$ cat src/rtl/hwpe_axi_rr_arbiter_pkg.sv
// Shared types and helpers for the HWPE AXI round-robin packet arbiter.
// Holds the lock state encoding and the modulo pointer increment used by the arbiter.
package hwpe_axi_arb_pkg;

    typedef enum logic [0:0] {
        IDLE   = 1'b0,
        LOCKED = 1'b1
    } arb_state_t;

    // Increment with an explicit compare against n-1 so that a non-power-of-two
    // requester count wraps correctly instead of relying on bit truncation.
    function automatic int unsigned next_rr(input int unsigned ptr, input int unsigned n);
        return (ptr >= n - 32'd1) ? 32'd0 : ptr + 32'd1;
    endfunction

endpackage

$ cat src/rtl/hwpe_axi_rr_arbiter_if.sv
// Bundle of the requester-side and downstream-side stream signals of the arbiter.
// master = requesters plus downstream sink (the environment), slave = the arbiter itself.
interface hwpe_axi_rr_arbiter_if #(
    parameter int NB_REQ     = 4,
    parameter int DATA_WIDTH = 32
);
    localparam int ID_WIDTH = $clog2(NB_REQ);

    logic [NB_REQ*DATA_WIDTH-1:0] data_in;
    logic [NB_REQ-1:0]            valid_in;
    logic [NB_REQ-1:0]            last_in;
    logic [NB_REQ-1:0]            grant_out;
    logic [DATA_WIDTH-1:0]        data_out;
    logic                         valid_out;
    logic                         last_out;
    logic [ID_WIDTH-1:0]          id_out;
    logic                         grant_in;
    logic                         busy_out;

    modport master (
        output data_in, valid_in, last_in, grant_in,
        input  grant_out, data_out, valid_out, last_out, id_out, busy_out
    );

    modport slave (
        input  data_in, valid_in, last_in, grant_in,
        output grant_out, data_out, valid_out, last_out, id_out, busy_out
    );

endinterface

$ cat src/rtl/hwpe_axi_rr_arbiter_prio_enc.sv
// Rotating priority encoder: picks the first set request starting at ptr and moving upward modulo NB_REQ.
// With no request set, gnt_idx reports ptr itself so the idle id stays on the round-robin pointer.
module hwpe_axi_rr_prio_enc #(
    parameter  int NB_REQ   = 4,
    localparam int ID_WIDTH = $clog2(NB_REQ)
) (
    input  logic [NB_REQ-1:0]   req,
    input  logic [ID_WIDTH-1:0] ptr,
    output logic [ID_WIDTH-1:0] gnt_idx,
    output logic                gnt_valid
);

    // Scan from farthest to nearest so the candidate closest to ptr is written last and wins.
    always_comb begin
        int                  cand;
        logic [ID_WIDTH-1:0] idx;
        gnt_idx   = ptr;
        gnt_valid = 1'b0;
        cand      = 0;
        idx       = '0;
        for (int k = NB_REQ - 1; k >= 0; k--) begin
            cand = int'(ptr) + k;
            if (cand >= NB_REQ) begin
                cand = cand - NB_REQ;
            end
            idx = ID_WIDTH'(cand);
            if (req[idx]) begin
                gnt_idx   = idx;
                gnt_valid = 1'b1;
            end
        end
    end

endmodule

$ cat src/rtl/hwpe_axi_rr_arbiter.sv
// Round-robin packet arbiter sharing one valid/grant stream among NB_REQ requesters.
// Payload path is purely combinational; only the lock state, owner and round-robin pointer are registered.
module hwpe_axi_rr_arbiter
    import hwpe_axi_arb_pkg::*;
#(
    parameter  int NB_REQ     = 4,
    parameter  int DATA_WIDTH = 32,
    localparam int ID_WIDTH   = $clog2(NB_REQ)
) (
    input  logic                  clk,
    input  logic                  rst,
    hwpe_axi_rr_arbiter_if.slave  bus
);

    arb_state_t          state;
    logic [ID_WIDTH-1:0] rr_ptr;
    logic [ID_WIDTH-1:0] owner;

    logic [ID_WIDTH-1:0] enc_idx;
    logic                enc_valid;
    logic [ID_WIDTH-1:0] sel;
    logic                sel_valid;
    logic                sel_last;
    logic [DATA_WIDTH-1:0] sel_data;
    logic                transfer;

    hwpe_axi_rr_prio_enc #(
        .NB_REQ (NB_REQ)
    ) i_prio_enc (
        .req       (bus.valid_in),
        .ptr       (rr_ptr),
        .gnt_idx   (enc_idx),
        .gnt_valid (enc_valid)
    );

    // While locked, the owner is the only candidate, even if it drops valid between beats.
    always_comb begin
        sel       = (state == LOCKED) ? owner : enc_idx;
        sel_valid = (state == LOCKED) ? bus.valid_in[owner] : enc_valid;
        sel_last  = bus.last_in[sel];
        sel_data  = '0;
        for (int i = 0; i < NB_REQ; i++) begin
            if (sel == ID_WIDTH'(i)) begin
                sel_data = bus.data_in[i*DATA_WIDTH +: DATA_WIDTH];
            end
        end
        transfer = !rst && sel_valid && bus.grant_in;
    end

    always_comb begin
        bus.valid_out = !rst && sel_valid;
        bus.last_out  = !rst && sel_last;
        bus.id_out    = rst ? '0 : sel;
        bus.data_out  = rst ? '0 : sel_data;
        bus.busy_out  = !rst && (state == LOCKED);
        bus.grant_out = '0;
        for (int i = 0; i < NB_REQ; i++) begin
            bus.grant_out[i] = transfer && (sel == ID_WIDTH'(i));
        end
    end

    // The pointer only advances when a packet completes; stalled or partial beats leave it alone.
    always_ff @(posedge clk) begin
        if (rst) begin
            state  <= IDLE;
            rr_ptr <= '0;
            owner  <= '0;
        end else if (transfer) begin
            if (sel_last) begin
                rr_ptr <= ID_WIDTH'(next_rr(32'(sel), 32'(NB_REQ)));
                state  <= IDLE;
            end else begin
                owner  <= sel;
                state  <= LOCKED;
            end
        end
    end

endmodule
$ cat src/flat_wrapper.sv
// flat-port wrapper written by rule: the top's interface ports become plain ports
module hwpe_axi_rr_arbiter_flat import hwpe_axi_arb_pkg::*;
#(
    parameter  int NB_REQ     = 4,
    parameter  int DATA_WIDTH = 32,
    localparam int ID_WIDTH   = $clog2(NB_REQ)
)
  (clk, rst, bus_data_in, bus_valid_in, bus_last_in, bus_grant_in, bus_grant_out, bus_data_out, bus_valid_out, bus_last_out, bus_id_out, bus_busy_out);
  hwpe_axi_rr_arbiter_if #(.NB_REQ(NB_REQ), .DATA_WIDTH(DATA_WIDTH)) bus_i ();
  input  logic clk;
  input  logic rst;
  input wire logic [$bits(bus_i.data_in)-1:0] bus_data_in;
  input wire logic [$bits(bus_i.valid_in)-1:0] bus_valid_in;
  input wire logic [$bits(bus_i.last_in)-1:0] bus_last_in;
  input wire logic [$bits(bus_i.grant_in)-1:0] bus_grant_in;
  output wire logic [$bits(bus_i.grant_out)-1:0] bus_grant_out;
  output wire logic [$bits(bus_i.data_out)-1:0] bus_data_out;
  output wire logic [$bits(bus_i.valid_out)-1:0] bus_valid_out;
  output wire logic [$bits(bus_i.last_out)-1:0] bus_last_out;
  output wire logic [$bits(bus_i.id_out)-1:0] bus_id_out;
  output wire logic [$bits(bus_i.busy_out)-1:0] bus_busy_out;
  assign bus_i.data_in = bus_data_in;
  assign bus_i.valid_in = bus_valid_in;
  assign bus_i.last_in = bus_last_in;
  assign bus_i.grant_in = bus_grant_in;
  assign bus_grant_out = bus_i.grant_out;
  assign bus_data_out = bus_i.data_out;
  assign bus_valid_out = bus_i.valid_out;
  assign bus_last_out = bus_i.last_out;
  assign bus_id_out = bus_i.id_out;
  assign bus_busy_out = bus_i.busy_out;
  hwpe_axi_rr_arbiter #(.NB_REQ(NB_REQ), .DATA_WIDTH(DATA_WIDTH)) u_core (.clk(clk), .rst(rst), .bus(bus_i));
endmodule
$ cat config.mk
export PLATFORM = sky130hd
export DESIGN_NAME = hwpe_axi_rr_arbiter_flat
export DESIGN_NICKNAME = d
export VERILOG_FILES = /design/src/rtl/hwpe_axi_rr_arbiter_pkg.sv /design/src/rtl/hwpe_axi_rr_arbiter_if.sv /design/src/rtl/hwpe_axi_rr_arbiter_prio_enc.sv /design/src/rtl/hwpe_axi_rr_arbiter.sv /design/src/flat_wrapper.sv
export SDC_FILE = /design/constraint.sdc
export NUM_CORES = 1
export LEC_CHECK = 0
export ABC_AREA = 1
export BUFFER_PORTS_ARGS = -buffer_cell sky130_fd_sc_hd__buf_2
export CAP_MARGIN = 10
export CORE_UTILIZATION = 40
export DETAILED_ROUTE_END_ITERATION = 8
export PLACE_DENSITY = 0.95
export SLEW_MARGIN = 15
export SYNTH_ARGS = -nofsm -noshare
export SYNTH_HDL_FRONTEND = slang
export SYNTH_SLANG_ARGS = --single-unit
$ cat constraint.sdc
create_clock -name clk -period 9.3 [get_ports clk]
set_clock_uncertainty 0.1 [all_clocks]
set_input_delay 1.86 -clock clk [delete_from_list [all_inputs] [get_ports clk]]
set_output_delay 1.86 -clock clk [all_outputs]
set_load 0.01 [all_outputs]
Word-level counts from Yosys, hierarchy flattened
Index checks and enable logic that the tools add are counted.
{"block": "totals", "regBits": 5, "word_cells": 72}
{"block": "classes", "n_addsub": 8, "n_lt_le_gt_ge": 11, "eq_ne": 3, "muxes": 34, "n_bitwise": 1, "n_reduce_logical": 12}
{"operator": "$mux W32", "n": 5}
{"operator": "$mux W2", "n": 11}
{"operator": "$lt A2 B3 Y1 const B", "n": 6}
{"operator": "$bmux W1 S2", "n": 6}
{"operator": "$mux W1", "n": 12}
{"operator": "$ge A3 B3 Y1 const B", "n": 3}
{"operator": "$logic_and A1 B1 Y1", "n": 8}
{"operator": "$sub A2 B1 Y2 const B", "n": 4}
{"operator": "$add A2 B2 Y3 const B", "n": 2}
{"operator": "$eq A2 B2 Y1 const B", "n": 2}
{"operator": "$reduce_and A2 Y1", "n": 2}
{"operator": "$add A2 B1 Y3 const B", "n": 1}
{"operator": "$ge A2 B3 Y1 const B", "n": 1}
{"operator": "$add A2 B1 Y2 const B", "n": 1}
{"operator": "$eq A2 B1 Y1 const B", "n": 1}
{"operator": "$ge A2 B2 Y1 const B", "n": 1}
{"operator": "$logic_not A2 Y1", "n": 1}
{"operator": "$logic_not A1 Y1", "n": 1}
{"operator": "$not A1 Y1", "n": 1}

Depth between registers and ports, before layout
{"block": "logic_depth", "depth_word": 16, "depth_mapped": 21}

Modules after synthesis
Synthesis repeated with hierarchy kept, for this count alone.
{"block": "unflattened", "hier_cells": 359, "hier_area_um2": 1830.5}
{"mod": "hwpe_axi_rr_arbiter", "n_inst": 1, "cells_per_inst": 306, "area_each_um2": 1596.5, "seq_area_each_um2": 100.1}
{"mod": "hwpe_axi_rr_prio_enc", "n_inst": 1, "cells_per_inst": 53, "area_each_um2": 234.0, "seq_area_each_um2": 0.0}

Least setup slack after synthesis
Ideal clock, no wire load.
{"block": "synth_path", "path_kind": "input-to-output", "startpoint": "in bus_valid_in[1]", "endpoint": "out bus_data_out[22]", "t_arrival_ns": 3.890, "required_ns": 7.340, "setup_slack_ns": 3.450, "path_stages": 20, "n_path_buf": 2, "path_cell_list": "inv_1 -> nand2_1 -> nand3_1 -> nand2_1 -> inv_1 -> nand2_2 -> nand2_2 -> nand2_1 -> nand2_2 -> nand3_4 -> nand2_4 -> inv_1 -> ha_1 -> clkbuf_1 -> inv_1 -> clkbuf_1 -> nor2_1 -> o21ai_0 -> o21ai_0 -> a21oi_1"}
{"block": "synth_between", "elab_chain_cells": 13}
{"item": "from (decl)", "line": "flat_wrapper.sv:13", "text": "input wire logic [$bits(bus_i.valid_in)-1:0] bus_valid_in;"}
{"item": "$bmux W1 S2", "line": "hwpe_axi_rr_arbiter_prio_enc.sv:27", "text": "if (req[idx]) begin"}
{"item": "$mux W1 (implied by the code)", "line": "hwpe_axi_rr_arbiter_prio_enc.sv:27"}
{"item": "$mux W2 (3 in series)", "line": "hwpe_axi_rr_arbiter_prio_enc.sv:27"}
{"item": "$mux W2 *", "line": "hwpe_axi_rr_arbiter_prio_enc.sv:27"}
{"item": "$mux W2 *", "line": "hwpe_axi_rr_arbiter.sv:38", "text": "sel = (state == LOCKED) ? owner : enc_idx;"}
{"item": "named net u_core.sel[0]", "line": "hwpe_axi_rr_arbiter.sv:21", "text": "logic [ID_WIDTH-1:0] sel;"}
{"item": "$logic_not A2 Y1", "line": "hwpe_axi_rr_arbiter.sv:43", "text": "if (sel == ID_WIDTH'(i)) begin"}
{"item": "$mux W32 (3 in series)", "line": "hwpe_axi_rr_arbiter.sv:43"}
{"item": "$mux W32 *", "line": "hwpe_axi_rr_arbiter.sv:43"}
{"item": "$mux W32 *", "line": "hwpe_axi_rr_arbiter.sv:54", "text": "bus.data_out = rst ? '0 : sel_data;"}
{"item": "to (decl)", "line": "flat_wrapper.sv:17", "text": "output wire logic [$bits(bus_i.data_out)-1:0] bus_data_out;"}
Mark *: on every way through the listed nets, which the timed path passes. The rest lies on a longest branch. The select of a mux whose other input is x is not followed.

Worst setup path in the final report
{"block": "layout_path", "startpoint": "in bus_valid_in[1]", "endpoint": "out bus_data_out[19]"}
The elaborated chain is that of the path after synthesis.

==> results.json <==
{
  "status": "finished clean",
  "worstSkewPairLatency_ns": 0.24,
  "initial_utilization_pct": 41.8,
  "layoutNonFillerInstCount": 565,
  "wl_per_cell_um": 12.5,
  "synth_top_area_share_pct": 27.0,
  "ys_seq_elements": 5,
  "yosysWarnings": 0,
  "clock-sinks": 5,
  "rsz0062_at_grt": "false",
  "ios": 180,
  "dp_hpwl_um": 5370,
  "synthesis.nets": 500,
  "dp_cells": 561,
  "grt-ovfl-total": 0,
  "fin_util_pct": 62.7,
  "finalCritPeriodShare_pct": 73.5,
  "fmax_ghz": 0.146,
  "clockBufferDepth": 2,
  "yosys-top-cells-count": "98 x o21ai_0, 67 x a21oi_1, 46 x nor2_1, 35 x nand2_1, 27 x clkbuf_1",
  "synth_top_cells_by_area": "o21ai_0 27%, a21oi_1 18%, nor2_1 9.5%, nand2_1 7.2%, clkbuf_1 5.6%",
  "relSlewSlack_pct": 33.2,
  "tightest_slew_ns": 1.00,
  "dieArea_um2": 4820,
  "port_buffers": 179,
  "drtPass1Iterations": 5,
  "finalSetupViolCount": 0,
  "hold_violations": 0,
  "drv_cap": 0,
  "syn_to_final_growth_pct": 50.1,
  "wirelength_um": 7050,
  "vias": 2968,
  "cts_resized": 0,
  "required_ns": 7.34,
  "nFillCells": 416,
  "ir_drop_mv": 0.185,
  "final_antenna_net_count": 0,
  "crit_top_cell": "inv_1",
  "synth.largest_area_cell": "o21ai_0",
  "core_area_um2": 4350,
  "nets": 657,
  "ys_types": 21,
  "synthCells": 357,
  "synth.most_common_cell": "o21ai_0",
  "worstSetupPathType": "input port to primary output",
  "drtIter0Drc": 205,
  "multi_input_area_um2": 1480,
  "regArea_um2": 100,
  "layout_min_cycle_time_ns": 6.83,
  "post-cts-setup-buffers": 0,
  "antenna_found_initial": 0,
  "numCtsBuffers": 3,
  "syn-mean-instance-area_um2": 5.09,
  "crit_arrival_ns": 4.87,
  "p_leak_nw": 1.51,
  "grt_pass1_vias": 2692,
  "track_usage_pct": 28.7,
  "ys_seq_area_share_pct": 5.51,
  "route.detailed.drc": 0,
  "gp_congestion": 0.872,
  "die_y_um": 69.4,
  "whs_ns": 0.501,
  "p_per_area_nw_per_um2": 329,
  "h-tree-depth": 1,
  "die_x_um": 69.4,
  "cts_tree": "done",
  "cp_slowest_stage_delay_ns": 0.77,
  "tns_ns": 0,
  "antenna-diode-count": 0,
  "crit_chain": "buf_2, inv_1, nand2_1, nand3_1, nand2_1, inv_1, nand2_2, nand2_2, nand2_1, nand2_2, nand3_4, nand2_4, inv_1, ha_1, buf_4, inv_1, nor2_1, o21ai_0, o21ai_0, a21oi_1, buf_2",
  "endpoint_kind": "primary output",
  "synthFlopType": "dfxtp_1",
  "slew_viol_final": 0,
  "clk_pin_slew_ns": 0.03,
  "cp_slowest_cell": "inv_1",
  "clock-root-buffer": "clkbuf_8",
  "avgViaCountPerCell": 5.25,
  "cp-start-kind": "input port",
  "grt_max_degree": 55,
  "synth_edf_count": 0,
  "crit_fanout": 33,
  "num_rows": 24,
  "post_cts_hold_buffer_count": 0,
  "grt_pass1_wl_um": 11600,
  "async_reset_ff_share_pct": 0,
  "holdCritPathClass": "register to register",
  "netlist_area_um2": 1820,
  "drive_gt1_share_pct": 41.9
}
-- critical path: cells and delay by family --
| family | cells | cell delay, ns |
|---|---|---|
| adders and majority gates | 1 | 0.18 |
| AOI/OAI and AO/OA | 3 | 0.50 |
| buffers and inverters | 7 | 1.50 |
| and+or+nand+nor | 10 | 0.79 |
-- per-stage QoR --
step	setup WS [ns]	cell area, um^2	power [W]
2_1_floorplan	3.45	1820	0.000618
3_3_place_gp	2.59	2680	0.000821
3_5_place_dp	2.51	2680	0.000839
4_1_cts	2.51	2730	0.000885
5_1_grt	2.13	2730	0.00101
6_report	2.47	2730	0.000897
-- registers in the layout, summed over array words and instances (netlist names) --
name and flops:
u_core.owner 2, u_core.rr_ptr 2, u_core.state 1
-- report_power, final --
| part | switching (W) | internal (W) |
|---|---|---|
| Combinational | 0.000519 | 0.000299 |
| Clock | 0.0000133 | 0.0000296 |
| Sequential | 0.00000908 | 0.0000271 |
| Total | 0.000541 | 0.000356 |
-- routing by layer --
| layer | GRT usage, % | part of all wire, % |
|---|---|---|
| met1 | 33.2 | 40 |
| met2 | 51.2 | 50 |
| met3 | 6.10 | 7.1 |
| met4 | 11.1 | 2.2 |
| met5 | 0 | 0 |
-- logic make-up (layout without fill, tap and decap cells) --
family                   Yosys count  count (layout)  synth area share, %
adder cells (fa/ha/maj)            4               4                 2.75
AO/OA/AOI/OAI                    168             168                 47.4
flip-flops                         5               5                 5.51
AND/OR/NAND/NOR                  120             120                 31.3
buffers and inverters             60             216                 13.1
-- final cells by class --
| cell class | count | share of cell area [%] |
|---|---|---|
| inverter | 30 | 4.31 |
| tap | 52 | 2.38 |
| clock buffer | 4 | 1.65 |
| multi-input combinational | 292 | 54.3 |
| sequential | 5 | 3.67 |
| timing repair buffer | 182 | 33.7 |
-- cell usage in the layout (no fill, tap or decap) --
cell type,synthesis,final
a21boi_4,1,1
a21oi_1,67,67
and2_4,1,1
buf_2,0,179
buf_4,0,3
clkbuf_1,27,1
clkbuf_8,0,3
dfxtp_1,5,5
ha_1,4,3
ha_2,0,1
inv_1,26,26
inv_2,3,3
inv_6,1,1
nand2_1,35,35
nand2_2,14,14
nand2_4,1,1
nand3_1,16,16
nand3_2,6,6
nand3_4,1,1
nor2_1,46,46
o211ai_1,1,1
o21ai_0,98,98
o21ai_2,1,1
-- path summary, 6_finish.rpt --
kind	from	endpoint	slack, ns	cells after the start
worst min-delay path	u_core.state	u_core.state	0.50	2
worst min register to register	u_core.state	u_core.state	0.50	2
worst max register to register	u_core.rr_ptr[0]	u_core.rr_ptr[1]	7.02	16
worst max-delay path	bus_valid_in[1]	bus_data_out[19]	2.47	21
Power figures use the tool's default switching activity.
